===== src/rtl/multicycle_control.sv =====
// Multicycle control unit and instruction register: sequences FETCH/DECODE/EXEC/MEM/WB
// and Moore-decodes register-file addresses and datapath controls from state and IR.
module multicycle_control (
    input  logic        clock,
    input  logic        reset_n,
    input  logic [31:0] Instr,
    input  logic        MemReady,
    input  logic        Zero,
    output logic [4:0]  RA,
    output logic [4:0]  RB,
    output logic [4:0]  RW,
    output logic        WriteEnable,
    output logic        IRWrite,
    output logic        PCWrite,
    output logic        PCWriteCond,
    output logic        MemRead,
    output logic        MemWrite,
    output logic        IorD,
    output logic        MemtoReg,
    output logic        ALUSrcA,
    output logic [1:0]  ALUSrcB,
    output logic [1:0]  ALUOp,
    output logic [1:0]  PCSource,
    output logic [2:0]  State,
    output logic        Illegal
);

    localparam int unsigned INSTR_W = 32;
    localparam int unsigned OP_W    = 6;
    localparam int unsigned REG_W   = 5;

    localparam logic [OP_W-1:0] OP_RTYPE = 6'b000000;
    localparam logic [OP_W-1:0] OP_ADDI  = 6'b001000;
    localparam logic [OP_W-1:0] OP_LW    = 6'b100011;
    localparam logic [OP_W-1:0] OP_SW    = 6'b101011;
    localparam logic [OP_W-1:0] OP_BEQ   = 6'b000100;
    localparam logic [OP_W-1:0] OP_J     = 6'b000010;

    typedef enum logic [2:0] {
        S_FETCH  = 3'd0,
        S_DECODE = 3'd1,
        S_EXEC   = 3'd2,
        S_MEM    = 3'd3,
        S_WB     = 3'd4
    } state_e;

    state_e             state_q, state_d;
    logic [INSTR_W-1:0] ir_q, ir_d;
    logic               illegal_q, illegal_d;

    logic [OP_W-1:0]  opcode;
    logic [REG_W-1:0] rd_field;
    logic             unused_ok;

    assign opcode    = ir_q[31:26];
    assign rd_field  = ir_q[15:11];
    // Zero is consumed by the datapath's PCWriteCond gating; the low IR bits are immediates.
    assign unused_ok = ^{Zero, ir_q[10:0]};

    assign RA      = ir_q[25:21];
    assign RB      = ir_q[20:16];
    assign State   = state_q;
    assign Illegal = illegal_q;

    // Next-state, IR capture and sticky illegal flag
    always_comb begin
        state_d   = state_q;
        ir_d      = ir_q;
        illegal_d = illegal_q;
        case (state_q)
            S_FETCH: begin
                if (MemReady) begin
                    ir_d    = Instr;
                    state_d = S_DECODE;
                end
            end
            S_DECODE: begin
                case (opcode)
                    OP_J:                                   state_d = S_FETCH;
                    OP_RTYPE, OP_ADDI, OP_LW, OP_SW, OP_BEQ: state_d = S_EXEC;
                    default: begin
                        illegal_d = 1'b1;
                        state_d   = S_FETCH;
                    end
                endcase
            end
            S_EXEC: begin
                case (opcode)
                    OP_RTYPE, OP_ADDI: state_d = S_WB;
                    OP_LW, OP_SW:      state_d = S_MEM;
                    default:           state_d = S_FETCH;
                endcase
            end
            S_MEM: begin
                if (MemReady) begin
                    state_d = (opcode == OP_LW) ? S_WB : S_FETCH;
                end
            end
            default: state_d = S_FETCH;
        endcase
    end

    always_ff @(posedge clock or negedge reset_n) begin
        if (!reset_n) begin
            state_q   <= S_FETCH;
            ir_q      <= '0;
            illegal_q <= 1'b0;
        end else begin
            state_q   <= state_d;
            ir_q      <= ir_d;
            illegal_q <= illegal_d;
        end
    end

    // Moore control decode; everything is held at 0 while reset is asserted
    always_comb begin
        RW          = '0;
        WriteEnable = 1'b0;
        IRWrite     = 1'b0;
        PCWrite     = 1'b0;
        PCWriteCond = 1'b0;
        MemRead     = 1'b0;
        MemWrite    = 1'b0;
        IorD        = 1'b0;
        MemtoReg    = 1'b0;
        ALUSrcA     = 1'b0;
        ALUSrcB     = 2'b00;
        ALUOp       = 2'b00;
        PCSource    = 2'b00;
        if (reset_n) begin
            case (state_q)
                S_FETCH: begin
                    MemRead = 1'b1;
                    ALUSrcB = 2'b01;
                    IRWrite = MemReady;
                    PCWrite = MemReady;
                end
                S_DECODE: begin
                    ALUSrcB = 2'b11;
                    if (opcode == OP_J) begin
                        PCWrite  = 1'b1;
                        PCSource = 2'b10;
                    end
                end
                S_EXEC: begin
                    ALUSrcA = 1'b1;
                    case (opcode)
                        OP_RTYPE: ALUOp = 2'b10;
                        OP_ADDI, OP_LW, OP_SW: ALUSrcB = 2'b10;
                        OP_BEQ: begin
                            ALUOp       = 2'b01;
                            PCWriteCond = 1'b1;
                            PCSource    = 2'b01;
                        end
                        default: ALUSrcA = 1'b0;
                    endcase
                end
                S_MEM: begin
                    IorD     = 1'b1;
                    MemRead  = (opcode == OP_LW);
                    MemWrite = (opcode == OP_SW);
                end
                S_WB: begin
                    RW          = (opcode == OP_RTYPE) ? rd_field : RB;
                    MemtoReg    = (opcode == OP_LW);
                    WriteEnable = (RW != '0);
                end
                default: ;
            endcase
        end
    end

endmodule


===== config.mk =====
export PLATFORM = sky130hd
export DESIGN_NAME = multicycle_control
export DESIGN_NICKNAME = d
export VERILOG_FILES = /design/src/rtl/multicycle_control.sv
export SDC_FILE = /design/constraint.sdc
export NUM_CORES = 1
export LEC_CHECK = 0
export BUFFER_PORTS_ARGS = -buffer_cell sky130_fd_sc_hd__buf_2
export CAP_MARGIN = 20
export CORE_UTILIZATION = 46
export DETAILED_ROUTE_END_ITERATION = 8
export HOLD_SLACK_MARGIN = 0.08
export PLACE_DENSITY = 0.8
export REMOVE_ABC_BUFFERS = 1
export SLEW_MARGIN = 20
export SYNTH_ARGS = -nofsm -noshare
export SYNTH_HDL_FRONTEND = slang
export SYNTH_SLANG_ARGS = --single-unit

===== constraint.sdc =====
create_clock -name clock -period 2.26 [get_ports clock]
set_input_delay 0.226 -clock clock [delete_from_list [all_inputs] [get_ports clock]]
set_output_delay 0.226 -clock clock [all_outputs]
set_load 0.02 [all_outputs]

==> results of run 1 <==
==> synth_stat cells, types with 2 or more instances <==
library cell   n
a21oi_1       12
nor2_1        10
nand2b_1       5
nand3_1        7
nor2b_1        4
nor4_1         4
inv_1          3
mux2_2        21
nand2_1        5
or2_2          2
and4b_1        2
dfrtp_1       25
or4_1          2
buf_2          2
clkbuf_1       5
nand4_1        3
o21ai_0        8
buf_4         10
==> logic make-up after synthesis <==
family,count (synthesis),share of synthesized area (%)
AND/OR/NAND/NOR,52,21.3
multiplexers,21,16.5
buffers and inverters,21,8.37
flip-flops,25,43.6
AO/OA/AOI/OAI,25,10.3
==> through the flow <==
stage	utilization (%)	setup slack [ns]
floorplan	-	0.0526
global placement	58.9	0.338
detailed placement	58.9	0.297
CTS	61.4	0.00515
global route	61.5	-0.0930
finish	61.5	-0.000249
==> final cells by class <==
cell class | count | share of cell area, %
clock buffers | 3 | 1.28
clock inverters | 1 | 0.428
inverters | 3 | 0.642
multi-input cells | 98 | 39.8
flip-flops and latches | 25 | 35.9
well taps | 31 | 2.21
repair buffers | 65 | 19.8
==> layout by cell type (no fill, tap or decap) <==
cell type,Yosys,routed
buf_2,2,56
dfrtp_1,25,22
mux2_2,21,21
a21oi_1,12,11
nor2_1,10,10
o21ai_0,8,8
nand3_1,7,7
buf_4,10,7
nand2_1,5,5
nand2b_1,5,5
nor2b_1,4,4
nor4_1,4,4
inv_1,3,3
nand4_1,3,3
clkbuf_4,0,3
dfrtp_2,0,3
or2_2,2,2
and4b_1,2,2
nor4_2,1,1
or4_4,0,1
nand3b_1,1,1
or4b_1,1,1
a2111o_1,1,1
a21oi_2,0,1
a2111oi_1,0,1
and3_1,1,1
and4_1,1,1
nor3_2,1,1
and2_1,1,1
nor3_1,1,1
or4_1,2,1
a311oi_1,1,1
o2111ai_1,1,1
a41o_1,1,1
clkinvlp_4,0,1
dlygate4sd3_1,0,1
buf_1,0,1
==> state kept, by name, summed over array words and instances, names as in the netlist <==
register	cells
Illegal	1
State	3
ir_q	21
==> power by group <==
part	internal, mW	switching, mW
clock network	0.0677	0.136
registers	0.574	0.151
logic	0.270	0.309
total	0.912	0.596
==> layer usage <==
layer  up-vias  share of wire [%]
met5         -                  0
met4         0                1.6
met3         4                4.8
met2        37                 51
met1       613                 42
li1        618                  -
==> repair_timing <==
action | in CTS | in global routing
hold endpoints to repair | 9 | 0
setup buffers | 3 | 0
resized for setup | 6 | 1
endpoints found under the setup margin | 3 | 4
cloned | 0 | 0
hold buffers | 1 | 0
pin swaps | 1 | 0
==> how the worst max path moves through the flow <==
stage                  endpoint  cells past startpoint
floorplan               IRWrite                      3
global placement     ALUSrcB[1]                      4
detailed placement   ALUSrcB[1]                      4
CTS                  ALUSrcB[1]                      4
global route        WriteEnable                      4
finish              WriteEnable                      4
==> worst max-delay path, stage by stage (launching register included) <==
cell      delay (ns)
dfrtp_2         0.47
nor4_2          0.61
nand2_1         0.16
a311oi_1        0.26
buf_2           0.21
==> metrics, run 1 <==
run status finished with violations; violated checks DRC, setup timing; max_cap viols 0; CP Class flop to primary output; first-pass GRT wire length roughly 5200 um; Starting Density around half; hpwl dp ~2500 um; Yosys cell types 32; routability cong. 0.827; Synth top area share between 40% and 50%; Final Non-Filler Cells roughly 230; die width 57.9 um; yosys warns 0; Slew Viols, Final 0; CTS Buf Count 3; CORE AREA around 2900 um^2; nets ~230; reg-to-reg slack, setup 0.57 ns; Async SR Flop Fraction 100%; # H-tree levels 1; largest net degree at the start of global routing 23; total number of vias 1,272; Placed Cells incl. Taps ~220; Worst EP arrival a little over 2 ns; post-synth top area cell dfrtp_1; Cell Rows 19; hold path cells 2; register area share after synthesis 43.6%; Reg2Reg Depth 4; busiest grt layer met2; placed instance area ~1700 um^2; Antenna diodes 0; Synth Instances around 140; hold_sp Instr[22]; largest cells by area after synthesis dfrtp_1 (44%), mux2_2 (16%), buf_4 (5.2%); DRT iter0 DRCs between 60 and 70; final-report setup violation count 1; Final min period between 2 and 2.5 ns; Syn-to-layout area delta 22.2%; Fin Hold WS ~0.12 ns; fin worst setup slack -0.000249 ns; start of the worst register-to-register path State[0]; WL/cell between 10 and 15 um; number of flops mapped to enable cells by yosys 0; Fillers ~240; IO Port Bufs 57; reg2reg end ir_q[20]; Die Height between 50 and 60 um; FF+latch count, synth 25; Peak VDD IR around 0.00049 V; Synth Flop Type dfrtp_1; post-route setup TNS -0.000249 ns; Worst Path Required ~2.0 ns; RSZ-0062 raised after global routing true; Multi-input gate area approximately 700 um^2; Slew HR a little under three fifths; GR Overflow Total 0; worst-margin pin slew 0.634 ns; CTS sink count 25; crit path launch ir_q[27]; hold path endpoint ir_q[22]; overall routing resource usage between 20% and 30%; initial antenna violation count 0; Post-Route WL between 3000 and 4000 um; final hold vios 0; share of cells above drive strength 1 49.7%; post-route ant nets 0; Ports 70; Worst Skew just over 0.002 ns; First-pass DRT Iterations 7; Post-Syn Area 1440 um^2; CTS root buffer clkbuf_4; fin area approximately 1800 um^2; FF/Latch Area ~630 um^2; met1 Track Usage GR a little over a quarter; die area 3350 um^2; CTS tree yes; Final Cycle Share 100%; Syn Area/Cell 9.97 um^2; leakage about 0.81 nW; hold crit path type input pin to flop; Reg clk slew, reported paths about 0.14 ns; Startpoint Class flop; vias in the first global route ~1.2k; post-DR vias/cell about 5.6; Pwr Density 859 nW/um^2; critical path fanouts, max 7; Highest Clock Rate 442 MHz; clk_lat worst skew 0.32 ns; met3 GRT Util between 1 and 1.5%; total chip power 1.51 mW; routing usage on met2 between 30 and 40%; DRC errors left 4; CP Capture Type primary output; maximum buffer depth of the clock tree 2
Note: power is estimated with default switching activity, not from simulation.
==> inputs of run 2 (changes only) <==
CTS_BUF_LIST = sky130_fd_sc_hd__clkbuf_16   (was unset)
CTS_CLUSTER_DIAMETER = 80   (was unset)
HOLD_SLACK_MARGIN = unset   (was 0.08)
==> run 2 against run 1 <==
  * The flow finishes with violations (DRC)
  * Largest cell class unchanged
  * Clock-buffer cell count unchanged
  * Fmax is 3.5% higher
  * Via count rose by 1.4%
  * Sequential power rose by 2%
  * Largest power group unchanged
  * Combinational power decreased by 4.7%
  * Worst setup slack improved by 0.077 ns
  * Critical path depth stayed put
==> metrics, run 2 (synthesized netlist as in run 1, its figures left out) <==
Worst Skew around 0.0018 ns; slowest CP cell or4b_1; first-pass GRT wire length between 5000 and 6000 um; post-route ant nets 0; Largest Register ir_q; Highest Clock Rate about 460 MHz; IO Port Bufs between 50 and 60; run status finished with violations; First-pass DRT Iterations 6; Die Height between 50 and 60 um; reg-to-reg slack, setup between 0.5 and 0.6 ns; fin worst setup slack 0.0767 ns; Peak VDD IR 0.000877 V; post-DR vias/cell roughly 5.8; die width just under 60 um; Worst Path Required a little over 2 ns; Fin Hold WS 0.196 ns; DRC errors left 4; maximum buffer depth of the clock tree 2; total number of vias roughly 1.3k; overall routing resource usage 20.7%; hpwl dp around 2500 um; initial antenna violation count 0; # H-tree levels 1; GR Overflow Total 0; Finished Core Util roughly 63%; CP Cell Sequence or4b_1, a2111o_1, a21oi_2, buf_4; DRT iter0 DRCs 67; CP Class flop to primary output; CTS sink count 25; Critical Path Stages 4; CP Capture Type primary output; critical path fanouts, max 9; Reg2Reg Depth 3; Pwr Density about 940 nW/um^2; Cell Rows 19; Starting Density 50.3%; Ports 70; share of cells above drive strength 1 about half; commonest cells after routing, fill and taps aside buf_2 (55), dfrtp_1 (22), mux2_2 (21); worst-margin pin slew 0.629 ns; fin area approximately 1800 um^2; Antenna diodes 0; vias in the first global route roughly 1.2k; Worst EP arrival approximately 2.0 ns; postcts setup bufs 0; DP Worst Slack a little under 0.3 ns; nets about 230; Worst path top cell family by delay compound AO/OA/AOI/OAI gates; Startpoint Class flop; die area around 3300 um^2; max reg flops 21; CTS root buffer clkbuf_16; Final min period roughly 2.2 ns; delay of the slowest cell on the worst path about 0.53 ns; commonest non-fill, non-tap cell in the layout buf_2; final-report setup violation count 0; Reg clk slew, reported paths around 0.060 ns; Post-Route WL roughly 3300 um; Slew Viols, Final 0; CTS Buf Count 3; routability cong. roughly 0.83; hold crit path type input pin to flop; largest net degree at the start of global routing 23; CP Buf/Inv Count 1; placed instance area between 1500 and 2000 um^2; RSZ-0062 raised after global routing true; clk_lat worst skew 0.26 ns; Final Cycle Share a little over nine tenths; Syn-to-layout area delta 24.7%; WL/cell approximately 15 um; CTS tree yes; hold path cells 2; Slew HR between 50% and 60%; max_cap viols 0; violated checks DRC; CORE AREA between 2000 and 3000 um^2; leakage 0.822 nW; final hold vios 0
-- run 2: worst paths after layout --
path / start / endpoint
max: ir_q[27] / ALUSrcB[1]
min: Instr[31] / ir_q[31]
max reg2reg: ir_q[28] / Illegal
min reg2reg: Illegal / Illegal
max in group asynchronous: reset_n / ir_q[29]
min in group asynchronous: reset_n / State[0]
-- run 2: power breakdown --
part           total (mW)  switching [mW]  internal, mW
logic               0.552           0.298         0.255
clock network       0.393           0.153         0.240
registers           0.735           0.160         0.575
-- run 2: final cells by class --
type | instances | area [um^2]
Fill cell | 243 | 1060
Multi-Input combinational cell | 98 | 697
Sequential cell | 25 | 629
Timing Repair Buffer | 62 | 330
Clock buffer | 3 | 75.1
Tap cell | 31 | 38.8
Inverter | 3 | 11.3
Clock inverter | 1 | 7.51
-- run 2: per-layer routing --
metal / wire length (um) / GRT usage [%] / up-vias
li1: - / - / 608
met1: 1380 / 27.1 / 617
met2: 1680 / 34.6 / 59
met3: 200 / 3.35 / 6
met4: 55 / 7.82 / 0
met5: 0 / 0 / -
-- run 2: through the flow --
step / instances / TNS, ns / total power [mW]
6_report: 223 / 0 / 1.68
5_1_grt: 223 / -0.0829 / 1.79
4_1_cts: 223 / 0 / 1.68
3_5_place_dp: 218 / 0 / 1.28
3_3_place_gp: 218 / 0 / 1.24
2_1_floorplan: 126 / 0 / 1.06
-- run 2: timing repair --
action                                  4_1_cts  5_1_grt
hold buffers                                  1        0
endpoints found under the hold margin         9        0
endpoints found under the setup margin        1        6
resized for setup                             1        6
pin swaps                                     0        1
-- run 2: worst register-to-register path, delay by kind of cell (launching register included) --
kind,cells,cell delay (ns)
compound gates,3,1.18
flops,1,0.46
==> inputs of run 3 (changes only) <==
clock period = 2.38 ns   (was 2.26 ns; I/O delays follow)
==> run 3 against run 2 <==
  * Clock skew about the same
  * Highest routed layer unchanged
  * Via count decreased by 0.93%
  * Combinational power decreased by 5.8%
  * The flow still finishes with violations (DRC)
  * Clock-buffer cell count unchanged
  * Non-clock buffer count unchanged
  * Total power decreased by 5.2%
  * Clock power decreased by 5.9%
  * Routed wire length increased by 3.0%
  * Die area unchanged
  * Register-to-register slack improved by 0.14 ns
==> metrics, run 3 (synthesized netlist as in run 1, its figures left out) <==
run status finished with violations; violated checks DRC; die area between 3000 and 4000 um^2; DRC errors left 4; die width 57.9 um; Final Cycle Share 95.9%; total number of vias 1,278; Pwr Density approximately 890 nW/um^2; WL/cell roughly 15 um; Reg2Reg Depth 4; nets about 230; internal power around 1 mW; share of cells above drive strength 1 46.9%; Antenna diodes 0; vias in the first global route ~1.3k; largest net degree at the start of global routing 18; # H-tree levels 1; max reg flops 21; post-route setup TNS 0 ns; Psw 0.588 mW; post-DR vias/cell approximately 5.7; final-report setup violation count 0; Slew Viols, Final 0; Worst path top cell family by delay simple AND/OR/NAND/NOR gates; CTS root buffer clkbuf_16; Final min period 2.28 ns; worst-margin pin slew 0.559 ns; delay of the slowest cell on the worst path 0.71 ns; DP Worst Slack about 0.43 ns; Highest Clock Rate 438 MHz; routability cong. 0.840; Placed Cells incl. Taps ~220; Starting Density 50.3%; maximum buffer depth of the clock tree 2; Ports 70; CP Buf/Inv Count 1; switching part of the total a little under two fifths; critical path fanouts, max 9; hold path cells 2; Peak VDD IR approximately 0.00052 V; max_cap viols 0; post-route ant nets 0; Post-Route WL between 3000 and 4000 um; Worst Path Required between 2 and 2.5 ns; commonest non-fill, non-tap cell in the layout buf_2; Slew HR between 60% and 70%; slowest CP cell or4_1; Cell Rows 19; Worst Skew 0.00165 ns; initial antenna violation count 0; Worst EP arrival around 2.0 ns; CTS tree yes; first-pass GRT wire length roughly 5600 um; Reg clk slew, reported paths ~0.060 ns; final hold vios 0; Die Height 57.9 um; Fin Hold WS 0.210 ns; hold crit path type input pin to flop; fin worst setup slack just under 0.1 ns; Startpoint Class flop; First-pass DRT Iterations 6; Final Non-Filler Cells ~220; hpwl dp 2550 um; Syn-to-layout area delta 24.2%; leakage 0.829 nW; Critical Path Stages 4; commonest cells after routing, fill and taps aside buf_2 (56), dfrtp_1 (25), mux2_2 (21); CORE AREA about 2900 um^2; overall routing resource usage a little over a fifth; IO Port Bufs between 50 and 60; clk_lat worst skew approximately 0.26 ns; CP Class flop to primary output; DRT iter0 DRCs between 60 and 70; Comb pwr share 32.7%; GR Overflow Total 0; Largest Register ir_q; Clock power frac around 23%; CTS Buf Count 3; CP Cell Sequence or4_1, nor4_1, a311oi_1, buf_2; Reg power frac 44.1%; CTS sink count 25; CP Capture Type primary output
==> run 3: cell types whose count changed in the layout (fill, tap and decap cells not counted) <==
cell        delta
a21oi_1        +1
a21oi_2        -1
buf_2          +1
buf_4          -1
clkinv_2       +1
clkinvlp_4     -1
dfrtp_1        +3
dfrtp_2        -3
nor4_2         -1
nor4_4         +1
or4_1          +1
or4_4          -1
==> run 3: worst paths after layout <==
| check | from | to | slack [ns] |
|---|---|---|---|
| worst max-delay path | ir_q[26] | WriteEnable | 0.1 |
| worst min-delay path | Instr[24] | ir_q[24] | 0.21 |
| worst max register to register | State[0] | ir_q[13] | 0.65 |
| worst min register to register | Illegal | Illegal | 0.47 |
| max in group asynchronous | reset_n | ir_q[12] | 1.54 |
| min in group asynchronous | reset_n | State[0] | 0.39 |
==> run 3: layer usage <==
layer	global-route usage [%]	part of all wire, %	vias up
li1	-	-	615
met1	25.9	41	605
met2	37.1	51	47
met3	3.35	4.8	11
met4	12.2	2.8	0
met5	0	0	-
==> run 3: metrics by stage <==
| stage | instance area (um^2) | power (mW) | utilization, % |
|---|---|---|---|
| 2_1_floorplan | 1330 | 1.01 | - |
| 3_3_place_gp | 1680 | 1.18 | 58.9 |
| 3_5_place_dp | 1680 | 1.21 | 58.9 |
| 4_1_cts | 1770 | 1.59 | 62.1 |
| 5_1_grt | 1780 | 1.69 | 62.5 |
| 6_report | 1780 | 1.59 | 62.5 |
==> run 3: power groups by stage <==
stage | Clock [mW] | Sequential, mW | Combinational, mW
after floorplan | 0 | 0.732 | 0.275
after global placement | 0 | 0.680 | 0.496
after detailed placement | 0 | 0.697 | 0.515
after CTS | 0.379 | 0.692 | 0.519
after global routing | 0.394 | 0.729 | 0.564
final | 0.370 | 0.703 | 0.520
==> run 3: what timing repair did <==
| item | CTS | global route |
|---|---|---|
| hold buffers | 1 | 0 |
| setup endpoints to repair | 0 | 1 |
| hold endpoints to repair | 9 | 0 |
| gates resized for setup | 0 | 2 |
| buffers inserted | 0 | 0 |
==> run 3: final cells by class <==
type / instances / area [um^2]
fillers: 238 / 1070
multi-input cells: 98 / 698
flip-flops and latches: 25 / 626
repair buffers: 62 / 328
clock buffers: 3 / 75.1
well taps: 31 / 38.8
inverters: 3 / 11.3
clock inverters: 1 / 5.00
